### src/rtl/conv_pkg.sv
// Shared types and default sizing for the convolution engine.
package conv_pkg;

    localparam int CONV_INW       = 10;
    localparam int CONV_OUTW      = 32;
    localparam int CONV_R         = 15;
    localparam int CONV_C         = 13;
    localparam int CONV_MAXK      = 7;
    localparam int CONV_OUT_DEPTH = 4;

    localparam int KW  = $clog2(CONV_MAXK + 1);
    localparam int XAW = $clog2(CONV_R * CONV_C);
    localparam int WAW = $clog2(CONV_MAXK * CONV_MAXK);

    typedef enum logic [2:0] {
        IDLE,
        MAC,
        DRAIN,
        PUSH,
        WAIT,
        FINISH
    } conv_state_t;

endpackage

### src/rtl/output_fifo.sv
// Small synchronous FIFO holding results until the stream consumer takes them.
module output_fifo #(
    parameter int WIDTH = 33,
    parameter int DEPTH = 4
) (
    input  logic             clk,
    input  logic             rst_n,
    input  logic             push,
    input  logic [WIDTH-1:0] data_in,
    output logic             full,
    input  logic             pop,
    output logic [WIDTH-1:0] data_out,
    output logic             empty
);

    localparam int AW = $clog2(DEPTH);
    localparam int CW = AW + 1;

    logic [WIDTH-1:0] r_mem [DEPTH];
    logic [AW-1:0]    r_wptr;
    logic [AW-1:0]    r_rptr;
    logic [CW-1:0]    r_count;
    logic             w_wr;
    logic             w_rd;

    assign w_wr     = push & ~full;
    assign w_rd     = pop & ~empty;
    assign full     = (r_count == CW'(DEPTH));
    assign empty    = (r_count == '0);
    // Head is masked so the stream data reads zero whenever nothing is queued.
    assign data_out = empty ? '0 : r_mem[r_rptr];

    always_ff @(posedge clk) begin
        if (w_wr) r_mem[r_wptr] <= data_in;
    end

    always_ff @(posedge clk or negedge rst_n) begin
        if (!rst_n) begin
            r_wptr  <= '0;
            r_rptr  <= '0;
            r_count <= '0;
        end else begin
            if (w_wr) r_wptr <= r_wptr + AW'(1);
            if (w_rd) r_rptr <= r_rptr + AW'(1);
            case ({w_wr, w_rd})
                2'b10:   r_count <= r_count + CW'(1);
                2'b01:   r_count <= r_count - CW'(1);
                default: r_count <= r_count;
            endcase
        end
    end

endmodule

### src/rtl/conv_compute.sv
// Single-lane convolution engine: walks every valid KxK window of X, one MAC per
// cycle, and streams each biased sum out through a small FIFO on AXI-Stream.
module conv_compute
    import conv_pkg::*;
#(
    parameter int INW       = CONV_INW,
    parameter int OUTW      = CONV_OUTW,
    parameter int R         = CONV_R,
    parameter int C         = CONV_C,
    parameter int MAXK      = CONV_MAXK,
    parameter int OUT_DEPTH = CONV_OUT_DEPTH
) (
    input  logic                            clk,
    input  logic                            reset_n,
    input  logic                            inputs_loaded,
    input  logic [$clog2(MAXK+1)-1:0]       K,
    input  logic signed [INW-1:0]           B,
    output logic [$clog2(R*C)-1:0]          X_read_addr,
    input  logic signed [INW-1:0]           X_data,
    output logic [$clog2(MAXK*MAXK)-1:0]    W_read_addr,
    input  logic signed [INW-1:0]           W_data,
    output logic                            compute_finished,
    output logic [OUTW-1:0]                 OUT_AXIS_TDATA,
    output logic                            OUT_AXIS_TVALID,
    output logic                            OUT_AXIS_TLAST,
    input  logic                            OUT_AXIS_TREADY
);

    localparam int KB    = $clog2(MAXK + 1);
    localparam int XA    = $clog2(R * C);
    localparam int WA    = $clog2(MAXK * MAXK);
    localparam int RB    = $clog2(R + 1);
    localparam int CB    = $clog2(C + 1);
    localparam int PW    = 2 * INW;
    localparam int MINRC = (R < C) ? R : C;

    conv_state_t             r_state;
    conv_state_t             w_next;
    logic [KB-1:0]           r_i;
    logic [KB-1:0]           r_j;
    logic [RB-1:0]           r_r;
    logic [CB-1:0]           r_c;
    logic signed [OUTW-1:0]  r_acc;
    logic                    r_rd_vld;
    logic                    r_cf;

    logic                    w_k_ok;
    logic [KB-1:0]           w_kmax;
    logic                    w_ij_last;
    logic                    w_c_last;
    logic                    w_r_last;
    logic                    w_pos_last;
    logic                    w_push;
    logic                    w_pop;
    logic                    w_fifo_full;
    logic                    w_fifo_empty;
    logic [OUTW:0]           w_fifo_dout;
    logic signed [PW-1:0]    w_prod;
    logic signed [OUTW-1:0]  w_prod_ext;
    logic signed [OUTW-1:0]  w_bias_ext;

    assign w_k_ok     = (K != '0) && (int'(K) <= MINRC);
    assign w_kmax     = K - KB'(1);
    assign w_ij_last  = (r_i == w_kmax) && (r_j == w_kmax);
    assign w_c_last   = (int'(r_c) == C - int'(K));
    assign w_r_last   = (int'(r_r) == R - int'(K));
    assign w_pos_last = w_r_last && w_c_last;

    assign w_prod     = PW'(X_data) * PW'(W_data);
    assign w_prod_ext = OUTW'(w_prod);
    assign w_bias_ext = OUTW'(B);

    always_ff @(posedge clk or negedge reset_n) begin
        if (!reset_n) begin
            r_state <= IDLE;
            r_cf    <= 1'b0;
        end else begin
            r_state <= w_next;
            r_cf    <= (w_next == FINISH);
        end
    end

    always_comb begin
        w_next = r_state;
        case (r_state)
            IDLE:    if (inputs_loaded) w_next = w_k_ok ? MAC : FINISH;
            MAC:     if (w_ij_last) w_next = DRAIN;
            DRAIN:   w_next = PUSH;
            PUSH:    if (!w_fifo_full) w_next = w_pos_last ? WAIT : MAC;
            WAIT:    if (w_fifo_empty) w_next = FINISH;
            FINISH:  w_next = IDLE;
            default: w_next = IDLE;
        endcase
    end

    always_comb begin
        X_read_addr = '0;
        W_read_addr = '0;
        w_push      = 1'b0;
        if (r_state == MAC) begin
            X_read_addr = XA'((int'(r_r) + int'(r_i)) * C + int'(r_c) + int'(r_j));
            W_read_addr = WA'(int'(r_i) * int'(K) + int'(r_j));
        end
        if (r_state == PUSH && !w_fifo_full) w_push = 1'b1;
    end

    // Window counters step in MAC; the output position steps only when a result lands.
    always_ff @(posedge clk or negedge reset_n) begin
        if (!reset_n) begin
            r_i <= '0;
            r_j <= '0;
            r_r <= '0;
            r_c <= '0;
        end else begin
            if (r_state == MAC) begin
                if (r_j == w_kmax) begin
                    r_j <= '0;
                    r_i <= (r_i == w_kmax) ? '0 : r_i + KB'(1);
                end else begin
                    r_j <= r_j + KB'(1);
                end
            end
            if (w_push) begin
                if (w_c_last) begin
                    r_c <= '0;
                    r_r <= w_r_last ? '0 : r_r + RB'(1);
                end else begin
                    r_c <= r_c + CB'(1);
                end
            end
        end
    end

    // Seed with the bias on MAC entry; r_rd_vld marks cycles whose memory data belongs to the window.
    always_ff @(posedge clk or negedge reset_n) begin
        if (!reset_n) begin
            r_acc    <= '0;
            r_rd_vld <= 1'b0;
        end else begin
            r_rd_vld <= (r_state == MAC);
            if (w_next == MAC && r_state != MAC) r_acc <= w_bias_ext;
            else if (r_rd_vld)                   r_acc <= r_acc + w_prod_ext;
        end
    end

    output_fifo #(
        .WIDTH (OUTW + 1),
        .DEPTH (OUT_DEPTH)
    ) u_out_fifo (
        .clk      (clk),
        .rst_n    (reset_n),
        .push     (w_push),
        .data_in  ({w_pos_last, r_acc}),
        .full     (w_fifo_full),
        .pop      (w_pop),
        .data_out (w_fifo_dout),
        .empty    (w_fifo_empty)
    );

    assign w_pop            = OUT_AXIS_TVALID & OUT_AXIS_TREADY;
    assign OUT_AXIS_TVALID  = ~w_fifo_empty;
    assign OUT_AXIS_TDATA   = w_fifo_dout[OUTW-1:0];
    assign OUT_AXIS_TLAST   = w_fifo_dout[OUTW];
    assign compute_finished = r_cf;

endmodule
### config.mk
export PLATFORM = sky130hd
export DESIGN_NAME = conv_compute
export DESIGN_NICKNAME = d
export VERILOG_FILES = /design/src/rtl/conv_pkg.sv /design/src/rtl/output_fifo.sv /design/src/rtl/conv_compute.sv
export SDC_FILE = /design/constraint.sdc
export NUM_CORES = 1
export LEC_CHECK = 0
export BUFFER_PORTS_ARGS = -buffer_cell sky130_fd_sc_hd__buf_2
export CAP_MARGIN = 0
export CORE_UTILIZATION = 54
export CTS_CLUSTER_DIAMETER = 120
export DETAILED_ROUTE_END_ITERATION = 8
export PLACE_DENSITY_LB_ADDON = 0.2
export RECOVER_POWER = 50
export SETUP_SLACK_MARGIN = 0.2
export SLEW_MARGIN = 20
export SYNTH_ARGS = -nofsm -noshare
export SYNTH_HDL_FRONTEND = slang
export SYNTH_SLANG_ARGS = --single-unit
### constraint.sdc
create_clock -name clk -period 12.6 [get_ports clk]
set_clock_uncertainty 0.05 [all_clocks]
set_input_delay 0.63 -clock clk [delete_from_list [all_inputs] [get_ports clk]]
set_output_delay 0.63 -clock clk [all_outputs]
set_load 0.01 [all_outputs]
# Word level (Yosys, flattened, before mapping)
# Memory sizes are Yosys's and may differ from the RTL's.
# Index checks and enable logic that the tools add are counted.
totals:
  input_bits: 37
  register_bits: 58
  memories: 1
  ram_bits: 132
  out_inout_bits: 49
classes:
  n_eq_ne: 14
  bitwise_logic: 5
  n_reduce_logical: 12
  mux: 20
  addsub: 16
  n_mul: 3
memory_table:
  columns: ["name", "depth", "width", "read_ports", "rd_ports_with_merged_regs", "write_ports", "line", "text"]
  rows:
  - ["u_out_fifo.r_mem", 4, 33, 1, 0, 1, "output_fifo.sv:19", "logic [WIDTH-1:0] r_mem [DEPTH];"]
op_table:
  columns: ["operator", "count"]
  rows:
  - ["$mux W32", 2]
  - ["$mux W33", 1]
  - ["$add A32 B20 Y32", 1]
  - ["$mux W3", 8]
  - ["$mul A10 B10 Y20", 1]
  - ["$pmux W3 S5", 1]
  - ["$eq A5 B5 Y1", 2]
  - ["$sub A4 B3 Y5 const A", 2]
  - ["$add A3 B1 Y3 const B", 3]
  - ["$eq A3 B3 Y1 const B", 3]
  - ["$add A4 B1 Y4 const B", 2]
  - ["$add A8 B3 Y8", 1]
  - ["$add A8 B4 Y8", 1]
  - ["$mul A5 B4 Y8 const B", 1]
  - ["$mux W4", 2]
  - ["$mux W8", 1]
  - ["$add A6 B3 Y6", 1]
  - ["$eq A3 B1 Y1 const B", 2]
  - ["$eq A3 B2 Y1 const B", 2]
  - ["$eq A3 B3 Y1", 2]
  - ["$logic_not A3 Y1", 2]
  - ["$mul A3 B3 Y6", 1]
  - ["$mux W6", 1]
  - ["$pmux W3 S2", 1]
  - ["other kinds (14)", 26]

# Depth between registers and ports, before layout
# Gate-level depths: netlist of run 1.
depth:
  ltp_word: 9
  ltp_mapped: 23
  mapped_depth_nobuf: 21

# Cells and area by module
# A second synthesis of run 1 with hierarchy kept.
unflattened:
  cells_unflattened: 1387
  area_unflattened_um2: 15652.5
by_module_without_submodules:
  columns: ["module", "area_each_um2", "cells_each", "instances", "seq_area_each_um2"]
  rows:
  - ["conv_compute", 10199.8, 1140, 1, 1276.2]
  - ["output_fifo", 5452.7, 247, 1, 4139.0]

# Least setup slack after synthesis of run 1
# Ideal clock, no wire load.
synth_timing:
  path_kind: "in2reg"
  from: "input X_data[9]"
  to: "register r_acc[29]"
  setup_slack_ps: 6459
  required_time_ps: 12456
  t_arrival_ps: 5997
  n_path_buf: 2
  cell_stages: 21
  cell_sequence: "clkbuf_1 > nand2_1 > fa_1 > fa_1 > inv_1 > fa_1 > fa_1 > inv_1 > fa_1 > inv_1 > ha_1 > clkbuf_2 > o21a_1 > o211ai_1 > a21oi_1 > a2111oi_4 > a31oi_4 > a31oi_4 > a21oi_4 > xnor2_1 > a221oi_2"
synth_via:
  elab_chain_cells: 4
synth_rtl:
  columns: ["item", "line", "text"]
  rows:
  - ["from (decl)", "conv_compute.sv:19", "input logic signed [INW-1:0] X_data,"]
  - ["$mul A10 B10 Y20", "conv_compute.sv:69", "assign w_prod = PW'(X_data) * PW'(W_data);"]
  - ["$add A32 B20 Y32", "conv_compute.sv:142", "else if (r_rd_vld) r_acc <= r_acc + w_prod_ext;"]
  - ["$mux W32", "conv_compute.sv:142", null]
  - ["$mux W32", "conv_compute.sv:141", "if (w_next == MAC && r_state != MAC) r_acc <= w_bias_ext;"]
  - ["to (signal assigned)", "conv_compute.sv:141", null]
  - ["to (signal assigned)", "conv_compute.sv:142", null]
  - ["to (decl)", "conv_compute.sv:43", "logic signed [OUTW-1:0] r_acc;"]
# Every way passes these cells. The select of a mux whose other input is x is not followed.
# A chain may end at the register's enable or synchronous reset.

# Final worst setup path of run 1
layout_timing:
  from: "input W_data[1]"
  to: "register r_acc[28]"
layout_via:
  elab_chain_cells: 4
layout_rtl:
  columns: ["item", "line", "text"]
  rows:
  - ["from (decl)", "conv_compute.sv:21", "input logic signed [INW-1:0] W_data,"]
  - ["$mul A10 B10 Y20", "conv_compute.sv:69", null]
  - ["$add A32 B20 Y32", "conv_compute.sv:142", null]
  - ["$mux W32", "conv_compute.sv:142", null]
  - ["$mux W32", "conv_compute.sv:141", null]
# Every way passes these cells. The select of a mux whose other input is x is not followed.

==> results by group, run 1 <==
Routing
  – Starting DRT DRC Count: 536
  – Vias/cell: 5.28
  – WL/cell: 16.2 um
  – Drt total wl: 29500 um
  – DR vias: 9641
  – Post-route ant nets: 0
  – DRC Markers: 0
  – First drt pass iteration count: 6

GRT
  – Vias in the first global route: 9958
  – GRT overflow: 0
  – Global-route wire length before repair: 50300 um
  – Antenna violations before repair: 0
  – Total GRT Usage: 0.222
  – Largest net degree at the start of global routing: 59

Synthesis
  – Async S/R FF share, synth: 0.305
  – Count leader, synth: inv_1
  – Area leader, netlist: edfxtp_1
  – Top cells by area, synth: edfxtp_1 (26%), fa_1 (21%), ha_1 (10%)
  – Register area share after synthesis: 0.350
  – Synth top area share: 0.256
  – Ys Warns: 0
  – Post-synth cell types: 66
  – Mapped Nets: 1689
  – Post-synth EDFFs: 132
  – Mean area per synthesized cell: 11.3 sq um
  – Post-synthesis sequential element count: 190
  – Mapped cell area: 15500 sq um
  – Commonest register cell after synthesis: edfxtp_1
  – Mapped Cells: 1369
  – Synth cell count leaders: inv_1 (290), fa_1 (160), edfxtp_1 (132)

Die
  – Die area: 29300 sq um
  – # rows: 61
  – Ports: 86
  – Die X: 171 um
  – Core box area: 28000 sq um
  – Initial Util: 0.552
  – Die Span Y: 171 um

Clocking
  – Post-CTS Setup Bufs: 0
  – Clk sinks: 190
  – H-tree Lvls: 4
  – Post_cts resized: 0
  – Root buffer cell: clkbuf_16
  – Cts hold-fix bufs: 0
  – CTS tree: yes
  – Worst-skew pair later-pin latency: 0.43 ns
  – Clock Path Buffers: 2
  – Inserted Clock Buffers: 17
  – Clk slew on worst S/H paths: 0.07 ns

Layout
  – # fillers: 2380
  – Layout Cells excl Fill: 1825
  – Nets: 1754
  – FF/Latch Area: 5420 sq um
  – Layout cell share with drive strength beyond 1: 0.119
  – Multi-input gate area in the final layout: 8720 sq um
  – Diodes inserted: 0
  – Area grow syn2layout: 8.31%

Placed design
  – DP HPWL: 22800 um
  – GPL Wtd Cong: 0.828
  – Buffers added on ports: 85
  – # placed instances: 1793
  – Pre-CTS setup slack: 6.06 ns

STA
  – Fin crit period: 6.09 ns
  – Final critical-path setup slack: 6.51 ns
  – Final hold vios: 0
  – Hold slack: 0.399 ns
  – Fmax: 164 MHz
  – Final setup vio count: 0
  – Final period utilization: 0.483
  – Worst-Margin Slew: 3.35 ns
  – Max-slew violation count: 59
  – RSZ-0062 raised after global routing: no
  – Sum Neg Setup Slack: 0 ns
  – Slew HR: -1.23

Worst setup path
  – Reg-to-Reg Start: r_acc[7]
  – Most numerous cell on the critical path: fa_1
  – CP max-delay cell: fa_1
  – R2r setup slk: 7.44 ns
  – Worst path required time: 12.82 ns
  – Worst r2r path cells: 18
  – Cells along the critical path: buf_2, nand2_1, fa_1, fa_1, inv_1, fa_1, fa_1, inv_1, fa_1, inv_1, ha_1, a21o_1, a21o_1, a21oi_1, o211ai_1, o211ai_1, a21boi_1, or3_1, a31oi_1, a21oi_1
  – WP buf/inv: 4
  – Worst path max stage delay: 0.70 ns
  – CP endpoint kind: flop
  – WS Path Type: primary input to flop
  – Reg2reg end: r_acc[19]
  – Crit path DAT: 6.31 ns
  – Top delay family on crit path: adder cells
  – Peak fanout along the critical path: 10
  – CP Launch Type: primary input

Status
  – Failing checks: capacitance limit, slew limit
  – Outcome: finished, violations left

Worst hold path
  – Hold_sp: B[3]
  – Hold Path Depth: 3
  – Hold EP: r_acc[3]
  – Worst min-delay path class: primary input to flop

Run
  – Max_cap viols: 1
[placed cells by master, fill, tap and decap left out, types with 10 or more instances in the layout]
cell / n
clkbuf_16: 17
fa_1: 160
a21oi_1: 61
nand2_1: 91
dfrtp_1: 56
edfxtp_1: 132
nand3_1: 10
nor2_1: 44
xor2_1: 25
mux4_2: 33
and2_1: 86
ha_1: 123
inv_1: 291
xnor2_1: 32
o21ai_0: 31
nor2b_1: 16
a21o_1: 20
buf_2: 83
mux2i_1: 16
[cell type report]
cell class	instances	area share
multi-input cells	841	0.521
repair buffers	93	0.0286
inverters	291	0.0652
well taps	378	0.0282
clock buffers	19	0.0265
flip-flops and latches	190	0.324
clock inverters	13	0.00710
[worst max path at each step]
stage / startpoint / end / cells after the start
after floorplan: X_data[9] / r_acc[29] / 21
after global placement: W_data[1] / r_acc[29] / 20
after detailed placement: W_data[1] / r_acc[31] / 20
after CTS: W_data[1] / r_acc[31] / 20
after global routing: W_data[1] / r_acc[31] / 20
final: W_data[1] / r_acc[28] / 20
[tightest hold or removal path: stages]
cell and delay, ns:
buf_2 0.07, nor2_1 0.03, a21oi_1 0.10
[routing by layer]
| metal | part of all wire | GRT usage | vias to the layer above | wire, um |
|---|---|---|---|---|
| li1 | - | - | 4582 | - |
| met1 | 0.48 | 0.315 | 4876 | 14100 |
| met2 | 0.49 | 0.374 | 164 | 14300 |
| met3 | 0.028 | 0.0205 | 19 | 836 |
| met4 | 0.0081 | 0.0470 | 0 | 240 |
| met5 | 0 | 0 | - | 0 |
[per-stage QoR]
stage          cell area, sq um   util
6_report                  16700  0.598
2_1_floorplan             15500      -
5_1_grt                   16700  0.598
3_5_place_dp              16200  0.579
3_3_place_gp              16200  0.579
4_1_cts                   16800  0.599
[flip-flops by register name, summed over array words and instances (netlist names)]
register            flops
compute_finished        1
r_acc                  32
r_c                     4
r_i                     3
r_j                     3
r_r                     4
r_rd_vld                1
r_state                 3
u_out_fifo.r_count      3
u_out_fifo.r_mem      132
u_out_fifo.r_rptr       2
u_out_fifo.r_wptr       2
[cells by family after synthesis]
kind of cell    share of synthesized area
mux                                0.0613
fa+ha+maj                           0.307
flops                               0.350
xor+xnor                           0.0323
compound gates                     0.0709
buf+inv                            0.0843
simple gates                       0.0941
Power of run 1 is not shown: default switching activity piles up to over one toggle a cycle in this logic, so the estimate is an artifact.
==> inputs of run 2 (changes only) <==
==> constraint.sdc (replaced) <==
create_clock -name clk -period 5.95 [get_ports clk]
set_clock_uncertainty 0.05 [all_clocks]
set_input_delay 0.2975 -clock clk [delete_from_list [all_inputs] [get_ports clk]]
set_output_delay 0.2975 -clock clk [all_outputs]
set_load 0.01 [all_outputs]
==> run 2 against run 1 <==
The flow still finishes with violations (capacitance limit, slew limit). Via count rose by 1.5%. Worst hold slack got worse by 0.33 ns. Flip-flop and latch count stayed put. Wire length is 0.24% lower. Non-clock buffer count rose by 20.
==> results by group, run 2 (synthesized netlist as in run 1, its figures left out) <==
GRT
  – GRT overflow: 0
  – GRT met3 Usage: 0.0276
  – GRT met1 Usage: 0.311
  – Antenna violations before repair: 0
  – Top Usage Layer GRT: met2
  – Largest net degree at the start of global routing: 59
  – Global-route wire length before repair: 50000 um
  – Total GRT Usage: 0.220
  – Met2 Use GR: 0.366
  – Vias in the first global route: 10.2k

Layout
  – Most common cell after layout, fill and taps aside: inv_1
  – Final core utilization: 0.605
  – Area grow syn2layout: 9.70%
  – Layout cell share with drive strength beyond 1: 0.134
  – Largest register FFs: 132
  – Diodes inserted: 0
  – Nets: 1774
  – Largest regs: u_out_fifo.r_mem: 132 flops, r_acc: 32 flops
  – Largest Register: u_out_fifo.r_mem
  – Commonest non-fill, non-tap cells in the layout: inv_1 (291), fa_1 (157), edfxtp_1 (132)

Clocking
  – Worst-skew pair later-pin latency: 0.43 ns
  – Inserted Clock Buffers: 17
  – H-tree Lvls: 4
  – Clock Path Buffers: 2
  – Root buffer cell: clkbuf_16
  – Clk slew on worst S/H paths: 0.08 ns
  – Post-CTS Setup Bufs: 0
  – CTS tree: yes
  – Post_cts resized: 0
  – Cts hold-fix bufs: 0
  – Clk sinks: 190

Routing
  – Drt total wl: 29400 um
  – DR vias: 9781
  – WL/cell: 16.0 um
  – First drt pass iteration count: 5
  – DRC Markers: 0
  – Vias/cell: 5.30
  – Post-route ant nets: 0
  – Starting DRT DRC Count: 531

Die
  – Die area: 29300 sq um
  – Die X: 171 um
  – # rows: 61
  – Ports: 86
  – Core box area: 28000 sq um
  – Initial Util: 0.552
  – Die Span Y: 171 um

Worst setup path
  – WS Path Type: primary input to flop
  – WP buf/inv: 4
  – Top delay family on crit path: adder cells
  – Worst Setup SP: X_data[9]
  – CP max-delay cell: fa_2
  – CP Launch Type: primary input
  – Worst path max stage delay: 0.70 ns
  – CP endpoint kind: flop
  – Peak fanout along the critical path: 10
  – Crit path DAT: 5.73 ns
  – Worst path required time: 6.23 ns
  – R2r setup slk: 0.98 ns
  – Cells along the critical path: buf_2, nand2_1, fa_2, fa_1, fa_1, inv_1, fa_1, inv_1, fa_1, inv_1, ha_1, and4_1, nand4_2, nor3b_1, a2111oi_4, a31oi_4, a31oi_4, a21oi_4, xnor2_1, a221oi_2
  – Reg-to-Reg Start: r_acc[7]
  – Most numerous cell on the critical path: fa_1

STA
  – Final hold vios: 0
  – Final setup vio count: 0
  – Fin crit period: 5.45 ns
  – Final period utilization: 0.915
  – Slew HR: -1.21
  – Fmax: 184 MHz
  – RSZ-0062 raised after global routing: no
  – Worst-Margin Slew: 3.31 ns
  – Max-slew violation count: 59

Worst hold path
  – Worst min-delay path class: primary input to flop
  – Hold_sp: B[4]

Placed design
  – DP HPWL: 23100 um
  – Buffers added on ports: 85
  – GPL Wtd Cong: 0.822

Status
  – Failing checks: capacitance limit, slew limit
  – Outcome: finished, violations left

Run
  – Max_cap viols: 1
==> run 2: cell types whose count changed in the layout (fill, tap and decap cells not counted), sizes merged <==
cell    before  now
buf         90  111
bufinv       0    1
clkbuf      22   19
clkinv       3    5
inv        300  299
==> run 2: through the flow <==
| step | TNS [ns] | worst slack, ns | hold slack, ns | instance area, sq um | instances |
|---|---|---|---|---|---|
| finish | 0 | 0.505 | 0.0697 | 17000 | 1845 |
| global route | 0 | 0.211 | 0.0635 | 17000 | 1845 |
| CTS | 0 | 0.449 | 0.00181 | 17000 | 1845 |
| detailed placement | -0.00784 | -0.00784 | 0.424 | 16400 | 1813 |
| global placement | 0 | 0.105 | 0.426 | 16400 | 1813 |
| floorplan | 0 | 0.253 | -0.0481 | 15500 | 1369 |
==> run 2: layout make-up <==
class | instances | area, sq um
sequential | 190 | 5420
tap | 378 | 473
fill | 2345 | 11100
timing repair buffer | 113 | 631
inverter | 291 | 1090
multi-input combinational | 841 | 8730
clock inverter | 15 | 191
clock buffer | 17 | 425
==> run 2: worst register-to-register path: stages (launching register included) <==
cell and delay, ns:
dfrtp_1 0.46, ha_1 0.31, inv_1 0.05, fa_1 0.49, inv_1 0.05, fa_1 0.47
inv_1 0.06, fa_1 0.52, inv_1 0.04, ha_1 0.35, a21o_1 0.22, a31oi_1 0.26
buf_4 0.18, a21oi_1 0.07, o21ai_0 0.38, a21oi_1 0.16, o21a_1 0.20, o21ai_0 0.27
o21ai_0 0.14, a21oi_1 0.17
==> run 2: metal layers <==
| metal | routed length, um | part of all wire |
|---|---|---|
| met4 | 342 | 0.012 |
| met3 | 1120 | 0.038 |
| met2 | 14400 | 0.49 |
| met5 | 0 | 0 |
| met1 | 13600 | 0.46 |
==> run 2: worst paths after layout <==
kind,end,depth (start not counted)
max in group asynchronous,r_rd_vld,2
worst min register to register,u_out_fifo.r_count[2],1
min in group asynchronous,r_acc[0],2
worst min-delay path,r_acc[4],3
worst max register to register,r_acc[19],19
worst max-delay path,r_acc[29],20
Power of run 2 is left out for the same reason.
